File: src/rtl/alu_pkg.sv
// Shared opcode encodings, FSM state type and flag bit positions for the
// execute stage and its sequential multiplier.
package alu_pkg;

  localparam int FLAG_W = 5;

  localparam logic [3:0] OP_ADD   = 4'h0;
  localparam logic [3:0] OP_SUB   = 4'h1;
  localparam logic [3:0] OP_AND   = 4'h2;
  localparam logic [3:0] OP_OR    = 4'h3;
  localparam logic [3:0] OP_XOR   = 4'h4;
  localparam logic [3:0] OP_NOT   = 4'h5;
  localparam logic [3:0] OP_SHL   = 4'h6;
  localparam logic [3:0] OP_SHR   = 4'h7;
  localparam logic [3:0] OP_MUL   = 4'h8;
  localparam logic [3:0] OP_PASSB = 4'h9;

  localparam int FLG_Z   = 0;
  localparam int FLG_N   = 1;
  localparam int FLG_C   = 2;
  localparam int FLG_V   = 3;
  localparam int FLG_ILL = 4;

  typedef enum logic [1:0] {
    ST_IDLE = 2'd0,
    ST_MUL  = 2'd1,
    ST_DONE = 2'd2
  } state_t;

  function automatic logic [FLAG_W-1:0] pack_flags(input logic ill, input logic v,
                                                   input logic c, input logic n,
                                                   input logic z);
    logic [FLAG_W-1:0] f;
    f          = '0;
    f[FLG_ILL] = ill;
    f[FLG_V]   = v;
    f[FLG_C]   = c;
    f[FLG_N]   = n;
    f[FLG_Z]   = z;
    return f;
  endfunction

endpackage

File: src/rtl/mul_seq16.sv
// Iterative shift-add multiplier: one partial product per clock, W clocks.
// done and product are combinational and describe the final iteration edge.
module mul_seq16 #(
  parameter int W = 16
) (
  input  logic           clk,
  input  logic           rst_n,
  input  logic           start,
  input  logic [W-1:0]   a,
  input  logic [W-1:0]   b,
  output logic           done,
  output logic [2*W-1:0] product
);

  localparam int CNT_W = $clog2(W);

  logic [2*W-1:0] mcand;
  logic [2*W-1:0] acc;
  logic [W-1:0]   mplier;
  logic [CNT_W-1:0] cnt;
  logic           running;

  // Value the accumulator takes on this edge; on the last step it is the full product.
  assign product = acc + (mplier[0] ? mcand : '0);
  assign done    = running && (cnt == CNT_W'(W - 1));

  // NOTE: sequential state always uses non-blocking assignments so every
  // register samples values from before the edge, independent of block order.
  always_ff @(posedge clk) begin
    if (!rst_n) begin
      running <= 1'b0;
      cnt     <= '0;
    end else if (start) begin
      running <= 1'b1;
      cnt     <= '0;
    end else if (running) begin
      cnt <= cnt + 1'b1;
      if (done) running <= 1'b0;
    end
  end

  // NOTE: pure datapath registers carry no reset; they are reloaded on start
  // and only observed while running is set.
  always_ff @(posedge clk) begin
    if (start) begin
      mcand  <= {{W{1'b0}}, a};
      mplier <= b;
      acc    <= '0;
    end else if (running) begin
      acc    <= product;
      mcand  <= mcand << 1;
      mplier <= mplier >> 1;
    end
  end

endmodule

File: src/rtl/alu_exec.sv
// Execute stage: single-cycle ALU ops plus an iterative MUL, with valid/ready
// handshakes on both sides so writeback can stall the stage.
module alu_exec
  import alu_pkg::*;
#(
  parameter int DATA_W = 16,
  parameter int OP_W   = 4
) (
  input  logic              clk,
  input  logic              rst_n,
  input  logic              in_valid,
  output logic              in_ready,
  input  logic [OP_W-1:0]   opcode,
  input  logic [DATA_W-1:0] opa,
  input  logic [DATA_W-1:0] opb,
  output logic              out_valid,
  input  logic              out_ready,
  output logic [DATA_W-1:0] result,
  output logic [FLAG_W-1:0] flags,
  output logic              busy
);

  localparam int MSB = DATA_W - 1;

  state_t              state;
  logic                accept;
  logic                mul_start;
  logic                mul_done;
  logic [2*DATA_W-1:0] mul_product;

  logic [DATA_W-1:0]   alu_res;
  logic [FLAG_W-1:0]   alu_flags;
  logic [DATA_W:0]     sum_ext;
  logic [DATA_W:0]     diff_ext;
  logic [DATA_W:0]     shl_ext;
  logic [DATA_W:0]     shr_ext;
  logic [3:0]          shamt;
  logic                c_flag;
  logic                v_flag;
  logic                ill_flag;

  assign in_ready  = (state == ST_IDLE) || ((state == ST_DONE) && out_ready);
  assign accept    = in_valid && in_ready;
  assign mul_start = accept && (opcode == OP_MUL);
  assign shamt     = opb[3:0];

  mul_seq16 #(.W(DATA_W)) u_mul (
    .clk     (clk),
    .rst_n   (rst_n),
    .start   (mul_start),
    .a       (opa),
    .b       (opb),
    .done    (mul_done),
    .product (mul_product)
  );

  // One extra bit on each shift captures the last bit shifted out as carry.
  // NOTE: every combinational output gets a default first so no latch is inferred.
  always_comb begin
    alu_res  = '0;
    c_flag   = 1'b0;
    v_flag   = 1'b0;
    ill_flag = 1'b0;
    sum_ext  = {1'b0, opa} + {1'b0, opb};
    diff_ext = {1'b0, opa} - {1'b0, opb};
    shl_ext  = {1'b0, opa} << shamt;
    shr_ext  = {opa, 1'b0} >> shamt;
    case (opcode)
      OP_ADD: begin
        alu_res = sum_ext[MSB:0];
        c_flag  = sum_ext[DATA_W];
        v_flag  = (opa[MSB] == opb[MSB]) && (alu_res[MSB] != opa[MSB]);
      end
      OP_SUB: begin
        alu_res = diff_ext[MSB:0];
        c_flag  = diff_ext[DATA_W];
        v_flag  = (opa[MSB] != opb[MSB]) && (alu_res[MSB] != opa[MSB]);
      end
      OP_AND:   alu_res = opa & opb;
      OP_OR:    alu_res = opa | opb;
      OP_XOR:   alu_res = opa ^ opb;
      OP_NOT:   alu_res = ~opa;
      OP_SHL: begin
        alu_res = shl_ext[MSB:0];
        c_flag  = shl_ext[DATA_W];
      end
      OP_SHR: begin
        alu_res = shr_ext[DATA_W:1];
        c_flag  = shr_ext[0];
      end
      OP_MUL:   alu_res = '0;
      OP_PASSB: alu_res = opb;
      default:  ill_flag = 1'b1;
    endcase
    alu_flags = pack_flags(ill_flag, v_flag, c_flag, alu_res[MSB], alu_res == '0);
  end

  always_ff @(posedge clk) begin
    if (!rst_n) begin
      state     <= ST_IDLE;
      out_valid <= 1'b0;
      result    <= '0;
      flags     <= '0;
      busy      <= 1'b0;
    end else begin
      case (state)
        ST_IDLE, ST_DONE: begin
          if (accept) begin
            if (opcode == OP_MUL) begin
              state     <= ST_MUL;
              busy      <= 1'b1;
              out_valid <= 1'b0;
            end else begin
              state     <= ST_DONE;
              result    <= alu_res;
              flags     <= alu_flags;
              out_valid <= 1'b1;
            end
          end else if ((state == ST_DONE) && out_ready) begin
            state     <= ST_IDLE;
            out_valid <= 1'b0;
          end
        end
        ST_MUL: begin
          if (mul_done) begin
            state     <= ST_DONE;
            busy      <= 1'b0;
            out_valid <= 1'b1;
            result    <= mul_product[MSB:0];
            flags     <= pack_flags(1'b0, 1'b0, |mul_product[2*DATA_W-1:DATA_W],
                                    mul_product[MSB], mul_product[MSB:0] == '0);
          end
        end
        default: state <= ST_IDLE;
      endcase
    end
  end

endmodule
File: config.mk
export PLATFORM = sky130hd
export DESIGN_NAME = alu_exec
export DESIGN_NICKNAME = d
export VERILOG_FILES = /design/src/rtl/alu_pkg.sv /design/src/rtl/mul_seq16.sv /design/src/rtl/alu_exec.sv
export SDC_FILE = /design/constraint.sdc
export NUM_CORES = 1
export LEC_CHECK = 0
export ABC_AREA = 1
export CAP_MARGIN = 0
export CORE_ASPECT_RATIO = 0.9
export CORE_MARGIN = 10
export CORE_UTILIZATION = 55
export DETAILED_ROUTE_END_ITERATION = 16
export PLACE_DENSITY_LB_ADDON = 0.25
export SYNTH_ARGS = -nofsm -noshare
export SYNTH_HDL_FRONTEND = slang
export SYNTH_SLANG_ARGS = --single-unit
File: constraint.sdc
create_clock -name clk -period 4.5 [get_ports clk]
set_clock_uncertainty 0.2 [all_clocks]
set_input_delay 0.675 -clock clk [delete_from_list [all_inputs] [get_ports clk]]
set_output_delay 0.675 -clock clk [all_outputs]
set_load 0.02 [all_outputs]
==> metrics.txt <==
Synth Instances=1970; drt total wl=45100 µm; Hold-fix buffers, CTS=0; initial core utilization=56.4%; Max-Cap Viols=0; Worst-Margin Slew=0.811 ns; clock root buffer=clkbuf_16; CP max stage cell=clkdlybuf4s50_1; antenna violations before repair=2; # fillers=2055; layout cells sized above 1=3.42%; IO Pins=64; first-pass GRT wire length=68600 µm; Pwr per Cell Area=333 nW/µm²; most frequent cells in the layout=nand2_1 (672), inv_1 (300), nand3_1 (215), nor2_1 (157), o21ai_0 (104); H-Tree Level Count=3; HPWL after detailed placement=36200 µm; First-pass DRT Iterations=6; Finished Core Util=62.3%; drt initial violations=1791; # DRC=0; Final WS setup=0.854 ns; Rel. slew slack=45.9%; Worst VDD drop=0.275 mV; cell area after layout=12500 µm²; status=finished, final reports clean; commonest non-fill, non-tap cell in the layout=nand2_1; post-synthesis sequential area ratio=22.1%; Worst-Skew Late Latency=0.37 ns; area delta synth->final=10.4%; Worst path most repeated cell=nand2_1; Vias=13396; Seq cells post-synth=109; maximum clock rate=0.274 GHz; Startpoint Class=input pin; setup slack, reg-to-reg=0.97 ns; wire per inst=19.8 µm; area post-placement=12200 µm²; Most used DFF post-synth=dfxtp_1; die height=156 µm; slowest cell delay on critical path=0.75 ns; placement row count=49; Clock Path Buffers=2; asr flop ratio synth=0%; vias per std cell=5.90; distinct cell type count after synthesis=40; final setup violation count=0; Total GRT Usage=33.2%; critical path type=in -> reg; Yosys warning total=0; Final TNS setup=0 ns; Worst Path Required=4.61 ns; leak pwr=6.49 nW; Clock Pin Slew Worst Setup and Hold Paths=0.09 ns; TritonCTS clock tree=built; WP buf/inv=2; cts bufs inserted=9; Slew Viols, Final=0; vias in the first global route=12023; number of nets with antenna violations after routing=0; cell chain of the critical path=clkdlybuf4s50_1, inv_1, ha_1, nand2_1, nor2_1, nand2_1, nand2_1, nand2_1, nand3_1, nand4_1, nor2_1, nand2_1, nor2_1, nand3_1, a21oi_1; Final period util=81.0%; pre-CTS setup slack=0.552 ns; Fin. Hold Viols=0; Die Width=171 µm; min Tclk post-route=3.65 ns; syn_area_per_cell=5.76 µm²; Net Count, Synth=2094; gr ovfl total=0; Port Buf Inserts=63; Final nets=2134; gpl congestion=1.08; CP endpoint kind=flip-flop; RSZ-0062 raised after global routing=no; Clock Sinks=109; placeable core area=20100 µm²; Worst path top cell family by delay=simple AND/OR/NAND/NOR gates; EDFF count, synth=32; post-CTS sizing=0; largest net degree at the start of global routing=47; synthesized area=11300 µm²; critical path fanouts, max=11; Worst EP arrival=3.75 ns; min-delay worst type=reg -> reg; setup repair bufs after CTS=0; Die Area=26800 µm²
stage by stage:
| stage | std cells | hold WS, ns | power, mW |
|---|---|---|---|
| after floorplan | 1970 | 0.245 | 2.72 |
| after global placement | 2254 | 0.252 | 3.24 |
| after detailed placement | 2254 | 0.257 | 3.29 |
| after CTS | 2270 | 0.271 | 4.12 |
| after global routing | 2271 | 0.308 | 4.47 |
| final | 2272 | 0.270 | 4.18 |
cells by family (layout without fill, tap and decap cells):
logic type      after synthesis  after routing  share of synthesized area (%)
xor+xnor                     20             20                           1.54
simple gates               1128           1128                           41.5
fa+ha+maj                    84             84                           9.46
compound gates              253            253                           12.2
flops                       109            109                           22.1
buf+inv                     376            421                           13.2
other cells                   0              2                              0
tightest hold or removal path, stage by stage (launching register included):
cell and delay (ns):
dfxtp_1 0.32, nand2_1 0.06, a21oi_1 0.05
path summary, 6_finish.rpt:
kind / from / to / cells past startpoint
setup reg to reg: u_mul.mplier[0] / flags[2] / 19
setup / recovery: opb[3] / flags[0] / 15
hold reg to reg: u_mul.acc[0] / u_mul.acc[0] / 2
hold / removal: u_mul.acc[0] / u_mul.acc[0] / 2
power by group:
part	total (mW)	switching, mW	internal, mW
registers	1.31	0.109	1.20
logic	2.03	1.35	0.679
clock network	0.835	0.439	0.397
total	4.18	1.90	2.27
layer usage:
layer	vias to the layer above	wire, µm	global-route usage, %
li1	6384	-	-
met1	6026	19200	46.3
met2	882	16900	43.4
met3	100	7200	14.5
met4	4	1640	11.7
met5	-	138	4.15
synthesized netlist by cell type, drive strengths merged, types with 13 or more instances:
| master | n | area (µm²) |
|---|---|---|
| a21oi | 81 | 405 |
| a31oi | 16 | 100 |
| and2 | 13 | 81.3 |
| buf | 40 | 239 |
| clkbuf | 27 | 101 |
| dfxtp | 77 | 1540 |
| edfxtp | 32 | 961 |
| ha | 81 | 1010 |
| inv | 305 | 1140 |
| nand2 | 675 | 2540 |
| nand3 | 215 | 1080 |
| nand4 | 32 | 200 |
| nor2 | 165 | 647 |
| nor3 | 15 | 75.1 |
| o211ai | 16 | 120 |
| o21ai | 107 | 536 |
| o22ai | 24 | 150 |
| xnor2 | 13 | 114 |
state kept, by name, indices dropped and copies added, names as in the netlist:
name	cells
busy	1
flags	5
out_valid	1
result	15
state	2
u_mul.acc	32
u_mul.cnt	4
u_mul.mcand	32
u_mul.mplier	16
u_mul.running	1
area by class of cell:
class                   count  area [µm²]  share of cell area, %
clock buffers               9         225                   1.80
well taps                 255         319                   2.55
multi-input cells        1485        7350                   58.7
flip-flops and latches    109        2500                   20.0
inverters                 309        1160                   9.26
repair buffers             96         891                   7.11
clock inverters             7        78.8                  0.629
diodes                      2        5.00                 0.0399
Note: power is estimated with default switching activity, not from simulation.
